## src/rtl/seq_det_pkg.sv

```systemverilog
// Shared constants and helpers for the serial pattern detector.
package seq_det_pkg;

    localparam int DEF_PATTERN_W   = 4;
    localparam int DEF_CNT_W       = 8;
    localparam int MODE_NO_OVERLAP = 0;
    localparam int MODE_OVERLAP    = 1;

    function automatic int clog2(input int n);
        int r;
        r = 0;
        while ((1 << r) < n) r = r + 1;
        return r;
    endfunction

endpackage

```

## src/rtl/seq_detector_param_sat_counter.sv

```systemverilog
// Saturating up-counter with synchronous clear; holds at all-ones.
module sat_counter #(
    parameter int W = 8
) (
    input  logic         clk,
    input  logic         rst,
    input  logic         clr,
    input  logic         inc,
    output logic [W-1:0] count
);

    always_ff @(posedge clk or negedge rst) begin
        if (!rst) begin
            count <= '0;
        end else if (clr) begin
            count <= '0;
        end else if (inc && (count != '1)) begin
            count <= count + W'(1);
        end
    end

endmodule

```

## src/rtl/seq_detector_param.sv

```systemverilog
// Serial bit-pattern detector with programmable pattern and saturating count.
// Optional don't-care mask input enabled by SEQDET_MASK_EN.
module seq_detector_param
    import seq_det_pkg::*;
#(
    parameter  int PATTERN_W = DEF_PATTERN_W,
    parameter  int OVERLAP   = MODE_OVERLAP,
    parameter  int CNT_W     = DEF_CNT_W,
    localparam int FILL_W    = clog2(PATTERN_W + 1)
) (
    input  logic                 clk,
    input  logic                 rst,
    input  logic                 clr,
    input  logic                 in_valid,
    input  logic                 inp,
    input  logic [PATTERN_W-1:0] cfg_pattern,
`ifdef SEQDET_MASK_EN
    input  logic [PATTERN_W-1:0] cfg_mask,
`endif
    output logic                 match,
    output logic [CNT_W-1:0]     match_cnt,
    output logic [FILL_W-1:0]    fill
);

    localparam logic [FILL_W-1:0] FULL = FILL_W'(PATTERN_W);

    logic [PATTERN_W-1:0] hist;
    logic [PATTERN_W-1:0] hist_nx;
    logic [PATTERN_W-1:0] diff;
    logic [FILL_W-1:0]    fill_nx;
    logic                 hit;

    always_comb begin
        hist_nx = {hist[PATTERN_W-2:0], inp};
        fill_nx = (fill == FULL) ? fill : fill + FILL_W'(1);
`ifdef SEQDET_MASK_EN
        diff    = (hist_nx ^ cfg_pattern) & ~cfg_mask;
`else
        diff    = hist_nx ^ cfg_pattern;
`endif
        hit     = in_valid && (fill_nx == FULL) && (diff == '0);
    end

    // Non-overlap mode restarts the fill so the next hit needs fresh bits.
    always_ff @(posedge clk or negedge rst) begin
        if (!rst) begin
            hist  <= '0;
            fill  <= '0;
            match <= 1'b0;
        end else if (clr) begin
            hist  <= '0;
            fill  <= '0;
            match <= 1'b0;
        end else begin
            match <= hit;
            if (in_valid) begin
                hist <= hist_nx;
                if (hit && (OVERLAP == MODE_NO_OVERLAP)) begin
                    fill <= '0;
                end else begin
                    fill <= fill_nx;
                end
            end
        end
    end

    sat_counter #(
        .W(CNT_W)
    ) u_cnt (
        .clk  (clk),
        .rst  (rst),
        .clr  (clr),
        .inc  (hit),
        .count(match_cnt)
    );

endmodule

```

## config.mk

```make
export PLATFORM = sky130hd
export DESIGN_NAME = seq_detector_param
export DESIGN_NICKNAME = d
export VERILOG_FILES = /design/src/rtl/seq_det_pkg.sv /design/src/rtl/seq_detector_param_sat_counter.sv /design/src/rtl/seq_detector_param.sv
export SDC_FILE = /design/constraint.sdc
export NUM_CORES = 1
export LEC_CHECK = 0
export ABC_CLOCK_PERIOD_IN_PS = 5900
export CAP_MARGIN = 40
export CELL_PAD_IN_SITES_DETAIL_PLACEMENT = 0
export CELL_PAD_IN_SITES_GLOBAL_PLACEMENT = 2
export CORE_UTILIZATION = 32
export CTS_CLUSTER_DIAMETER = 40
export DETAILED_ROUTE_END_ITERATION = 10
export PLACE_DENSITY = 0.89
export SLEW_MARGIN = 20
export SYNTH_ARGS = -nofsm -noshare
export SYNTH_HDL_FRONTEND = slang
export SYNTH_SLANG_ARGS = --single-unit
```

## constraint.sdc

```tcl
create_clock -name clk -period 5.9 [get_ports clk]
set_clock_uncertainty 0.15 [all_clocks]
set_input_delay 1.77 -clock clk [delete_from_list [all_inputs] [get_ports clk]]
set_output_delay 1.77 -clock clk [all_outputs]
set_load 0.05 [all_outputs]
```

==> After elaboration in Yosys (flattened, before gate mapping) <==
Index checks and enable logic that the tools add are counted.
{ "word_totals": {"register_bits": 15, "input_bits": 9, "out_inout_bits": 12} }
{ "classes": {"reduce_logical": 6, "addsub": 2, "bitwise_logic": 1, "eq_ne": 3, "mux": 8} }
{ "op_table": {"columns": ["cell", "count"], "rows": [
  ["$mux W8", 2],
  ["$mux W3", 5],
  ["$add A8 B1 Y8 const B", 1],
  ["$ne A8 B8 Y1 const B", 1],
  ["$eq A3 B3 Y1 const B", 2],
  ["$logic_not A4 Y1", 1],
  ["$reduce_bool A2 Y1", 2],
  ["$xor A4 B4 Y4", 1],
  ["$add A3 B1 Y3 const B", 1],
  ["$logic_and A1 B1 Y1", 3],
  ["$mux W1", 1]
]} }

==> Logic depth before layout (Yosys ltp) <==
{ "logic_depth": {"word_depth": 8, "depth_mapped": 7} }

==> Hierarchy <==
A second synthesis with hierarchy kept.
{ "hier_totals": {"cells_unflattened": 87, "hier_area_um2": 865.8} }
{ "by_module_without_submodules": {"columns": ["mod", "area_each_um2", "n_inst", "cells_each"], "rows": [
  ["sat_counter", 464.2, 1, 49],
  ["seq_detector_param", 401.6, 1, 38]
]} }

==> Worst setup path before layout <==
Ideal clock, no wire load.
{ "synth_timing": {"path_kind": "input to register", "start": "input port inp", "end": "register u_cnt.count[3]", "cell_stages": 5, "slack_ns": 2.659, "required_time_ns": 5.622, "t_arrival_ns": 2.963, "n_path_buf": 0, "setup_time_ns": 0.128, "path_cell_list": "xor2_1 nor3_4 nand4b_4 nor4_1 mux2_1"} }
{ "synth_between": {"elab_chain_len": 5} }
{ "synth_rtl": {"columns": ["element", "line", "rtl"], "rows": [
  ["from (decl)", "seq_detector_param.sv:15", "input logic inp,"],
  ["$xor A4 B4 Y4", "seq_detector_param.sv:39", "diff = hist_nx ^ cfg_pattern;"],
  ["$logic_not A4 Y1", "seq_detector_param.sv:41", "hit = in_valid && (fill_nx == FULL) && (diff == '0);"],
  ["$logic_and A1 B1 Y1", "seq_detector_param.sv:41", null],
  ["$logic_and A1 B1 Y1", "seq_detector_param_sat_counter.sv:17", "end else if (inc && (count != '1)) begin"],
  ["$reduce_bool A2 Y1 (no line)", null, null],
  ["to (signal assigned)", "seq_detector_param_sat_counter.sv:18", "count <= count + W'(1);"],
  ["to (decl)", "seq_detector_param_sat_counter.sv:9", "output logic [W-1:0] count"]
]} }
No other way between the ends.
A chain may end at the register's enable or synchronous reset.

==> Final worst setup path <==
{ "layout_timing": {"start": "input port inp", "end": "register u_cnt.count[4]"} }
Same word-level chain as after synthesis.

==> results.sh <==
export IMPL_outcome="finished clean"
export IMPL_rsz0062_at_grt="no"
export IMPL_final_cells=145
export IMPL_grt_antenna_before_repair=0
export IMPL_routedWlPerCell_um=13.5
export IMPL_period_share_pct=61.1
export IMPL_finalSetupViolations=0
export IMPL_timing_max_slew_rel_slack_pct=48.1
export IMPL_tritoncts_num_buffers=3
export IMPL_area_growth_pct=26.4
export IMPL_final_max_slew_violation_count=0
export IMPL_half_perimeter_wire_length_after_detailed_placement_um=1420
export IMPL_cts_repair_resize_count=0
export IMPL_critical_path_endpoint_type="flop"
export IMPL_finalHoldViolCount=0
export IMPL_critPathMaxFanout=10
export IMPL_clock_root_buffer="sky130_fd_sc_hd__clkbuf_4"
export IMPL_total_power_w=0.000205
export IMPL_worst_hold_path_type="reg -> reg"
export IMPL_row_cnt=19
export IMPL_num_antenna_cells=0
export IMPL_seq_area_frac_synth_pct=40.4
export IMPL_groute_usage_overall_pct=14.0
export IMPL_power_leakage_nw=0.522
export IMPL_timing_fmax_mhz=277
export IMPL_placement_setup_worst_slack_ps=1990
export IMPL_top_count_cell_post_synth="sky130_fd_sc_hd__dfrtp_1"
export IMPL_port_buffer_count=20
export IMPL_critical_path_buf_inv_count=1
export IMPL_clock_sink_count=15
export IMPL_cts_tree="done"
export IMPL_powerDensity_nw_per_um2=174
export IMPL_nets_in_the_synthesized_netlist=106
export IMPL_routed_via_density=5.33
export IMPL_syn_inst=94
export IMPL_grt_first_pass_wirelength_um=3480
export IMPL_tightest_slew_ps=778
export IMPL_cp_top_family="simple AND/OR/NAND/NOR gates"
export IMPL_crit_path_cell_trace="clkdlybuf4s50_1, xor2_1, nor3_4, nand4b_4, nor4_1, mux2_1"
export IMPL_layout_filler_cell_count=299
export IMPL_gp_congestion=0.780
export IMPL_initial_utilization_pct=33.7
export IMPL_ys_warnings_count=0
export IMPL_cts_clk_slew_worst_paths_ps=90
export IMPL_die_w_um=55.9
export IMPL_ys_flop_type="sky130_fd_sc_hd__dfrtp_1"
export IMPL_die_height_um=55.9
export IMPL_setup_worst_path_class="in -> reg"
export IMPL_grt_max_degree=22
export IMPL_fin_crit_ps=3600
export IMPL_overflow_left_after_global_routing=0
export IMPL_worst_endpoint_required_ps=5910
export IMPL_finish_net_count=127
export IMPL_worstSetupStartpointType="input port"
export IMPL_synth_cell_types=30
export IMPL_vdd_ir_drop_max_v=0.0000961
export IMPL_postCtsSetupBuffers=0
export IMPL_post_route_worst_setup_slack_ps=2300
export IMPL_maximum_cell_stage_delay_along_the_critical_path_ps=450
export IMPL_synth_area_um2=930
export IMPL_synth_ff_latch_count=15
export IMPL_synth_edf_count=0
export IMPL_vias_in_the_first_global_route=768
export IMPL_max_cap_violations=0
export IMPL_clockBufferDepth=2
export IMPL_htreeDepth=1
export IMPL_synth_largest_area_cell="sky130_fd_sc_hd__dfrtp_1"
export IMPL_design_portCount=21
export IMPL_postRouteAntennaNets=0
export IMPL_cts_hold_buf=0
export IMPL_detailroute_via_count=773
export IMPL_synth_area_per_cell_um2=9.89
export IMPL_synth_cells_most_frequent="sky130_fd_sc_hd__dfrtp_1 (15), sky130_fd_sc_hd__nor2_1 (10), sky130_fd_sc_hd__nor2b_1 (7)"
export IMPL_synth_async_sr_flop_share_pct=100
export IMPL_core_region_area_um2=2760
export IMPL_design_die_area_um2=3120
export IMPL_ys_top_cells_by_area="sky130_fd_sc_hd__dfrtp_1 (40%), sky130_fd_sc_hd__mux2_1 (7.3%), sky130_fd_sc_hd__nor2b_1 (4.7%), sky130_fd_sc_hd__mux2i_1 (4.3%), sky130_fd_sc_hd__ha_1 (4.0%)"
export IMPL_firstDrtPassIters=4
export IMPL_clock_latency_of_the_later_clocked_register_in_the_worst_skew_pair_ps=280
export IMPL_synth_top_area_share_pct=40.4
export IMPL_fin_tns_setup_ps=0
export IMPL_timing_critical_path_slowest_stage_cell="sky130_fd_sc_hd__clkdlybuf4s50_1"
export IMPL_worstPathArrival_ps=3620
export IMPL_placed_cells=141
export IMPL_totalWireLength_um=1960
export IMPL_drc_errors=0
export IMPL_first_iter_violations=16
export IMPL_final_layout_size_suffix_gt1_share_pct=5.26
-- path summary, 6_finish.rpt --
check	startpoint	endpoint	slack [ps]	cells past startpoint
min	hist[2]	hist[2]	410	2
max	inp	u_cnt.count[4]	2300	6
max reg2reg	fill[0]	u_cnt.count[4]	3480	6
min reg2reg	hist[2]	hist[2]	410	2
min in group asynchronous	rst	u_cnt.count[7]	1750	1
max in group asynchronous	rst	u_cnt.count[0]	3420	1
-- cell families (layout without fill, tap and decap cells) --
logic type	Yosys count	count (layout)	share of synthesized area, %
AOI/OAI and AO/OA	8	8	5.25
xor gates and xnor gates	6	6	7.67
adders and majority gates	3	3	4.04
buffers and inverters	9	29	4.17
DFF	15	15	40.4
muxes	10	10	11.6
and+or+nand+nor	43	43	26.9
-- per-stage QoR --
stage               cell area, µm²  util, %  hold slack, ps
floorplan                      930        -             356
global placement              1150     41.7             384
detailed placement            1150     41.7             391
CTS                           1170     42.6             413
global route                  1170     42.6             470
finish                        1170     42.6             407
-- placed cells by master, fill, tap and decap left out --
cell / netlist / final
sky130_fd_sc_hd__xor2_1: 3 / 3
sky130_fd_sc_hd__o22ai_1: 1 / 1
sky130_fd_sc_hd__and4_1: 1 / 1
sky130_fd_sc_hd__nand4b_4: 1 / 1
sky130_fd_sc_hd__a41o_1: 1 / 1
sky130_fd_sc_hd__mux2i_1: 4 / 4
sky130_fd_sc_hd__nor3_1: 4 / 4
sky130_fd_sc_hd__nand3_1: 4 / 4
sky130_fd_sc_hd__nor2_1: 10 / 10
sky130_fd_sc_hd__nor2b_1: 7 / 7
sky130_fd_sc_hd__a21oi_1: 4 / 4
sky130_fd_sc_hd__clkinv_1: 1 / 1
sky130_fd_sc_hd__xnor2_4: 1 / 1
sky130_fd_sc_hd__nor3_4: 1 / 1
sky130_fd_sc_hd__clkbuf_1: 2 / 1
sky130_fd_sc_hd__or4_1: 1 / 1
sky130_fd_sc_hd__and3_1: 1 / 1
sky130_fd_sc_hd__clkbuf_4: 0 / 3
sky130_fd_sc_hd__clkdlybuf4s50_1: 0 / 20
sky130_fd_sc_hd__inv_1: 4 / 4
sky130_fd_sc_hd__dfrtp_1: 15 / 15
sky130_fd_sc_hd__nand4_1: 1 / 1
sky130_fd_sc_hd__ha_1: 3 / 3
sky130_fd_sc_hd__o21ai_0: 1 / 1
sky130_fd_sc_hd__and2_1: 1 / 1
sky130_fd_sc_hd__xnor2_1: 2 / 2
sky130_fd_sc_hd__nand2_1: 6 / 6
sky130_fd_sc_hd__mux2_1: 6 / 6
sky130_fd_sc_hd__o31ai_1: 1 / 1
sky130_fd_sc_hd__nor4_1: 5 / 5
-- flip-flops by register name (all words and copies together), names as in the netlist --
signal       flops
match            1
fill             3
hist             3
u_cnt.count      8
-- routing by layer --
layer,routed length [µm],up-vias,track usage [%],share of wire [%]
met2,942,28,22.7,48
met5,0,-,0,0
met1,871,370,18.3,45
met3,124,4,3.26,6.3
li1,-,371,-,-
met4,19,0,4.88,0.97
-- report_power, final --
group	total, W	switching [W]	leakage (nW)	internal, W
clock network	0.0000589	0.0000326	0.0150	0.0000262
registers	0.000107	0.00000257	0.207	0.000105
logic	0.0000386	0.0000219	0.300	0.0000167
total	0.000205	0.0000571	0.522	0.000148
-- worst min-delay path: cells and delay by family, from the launching register on --
kind          cells  cell delay, ps
flops             1             370
simple gates      1              80
mux               1              70
-- final cells by class --
class	count	area (µm²)	share of cell area [%]
clock buffers	4	26.3	2.24
repair buffers	20	200	17.0
inverters	5	18.8	1.60
multi-input cells	70	515	43.9
flip-flops and latches	15	375	31.9
well taps	31	38.8	3.30
Note: power is estimated with default switching activity, not from simulation.
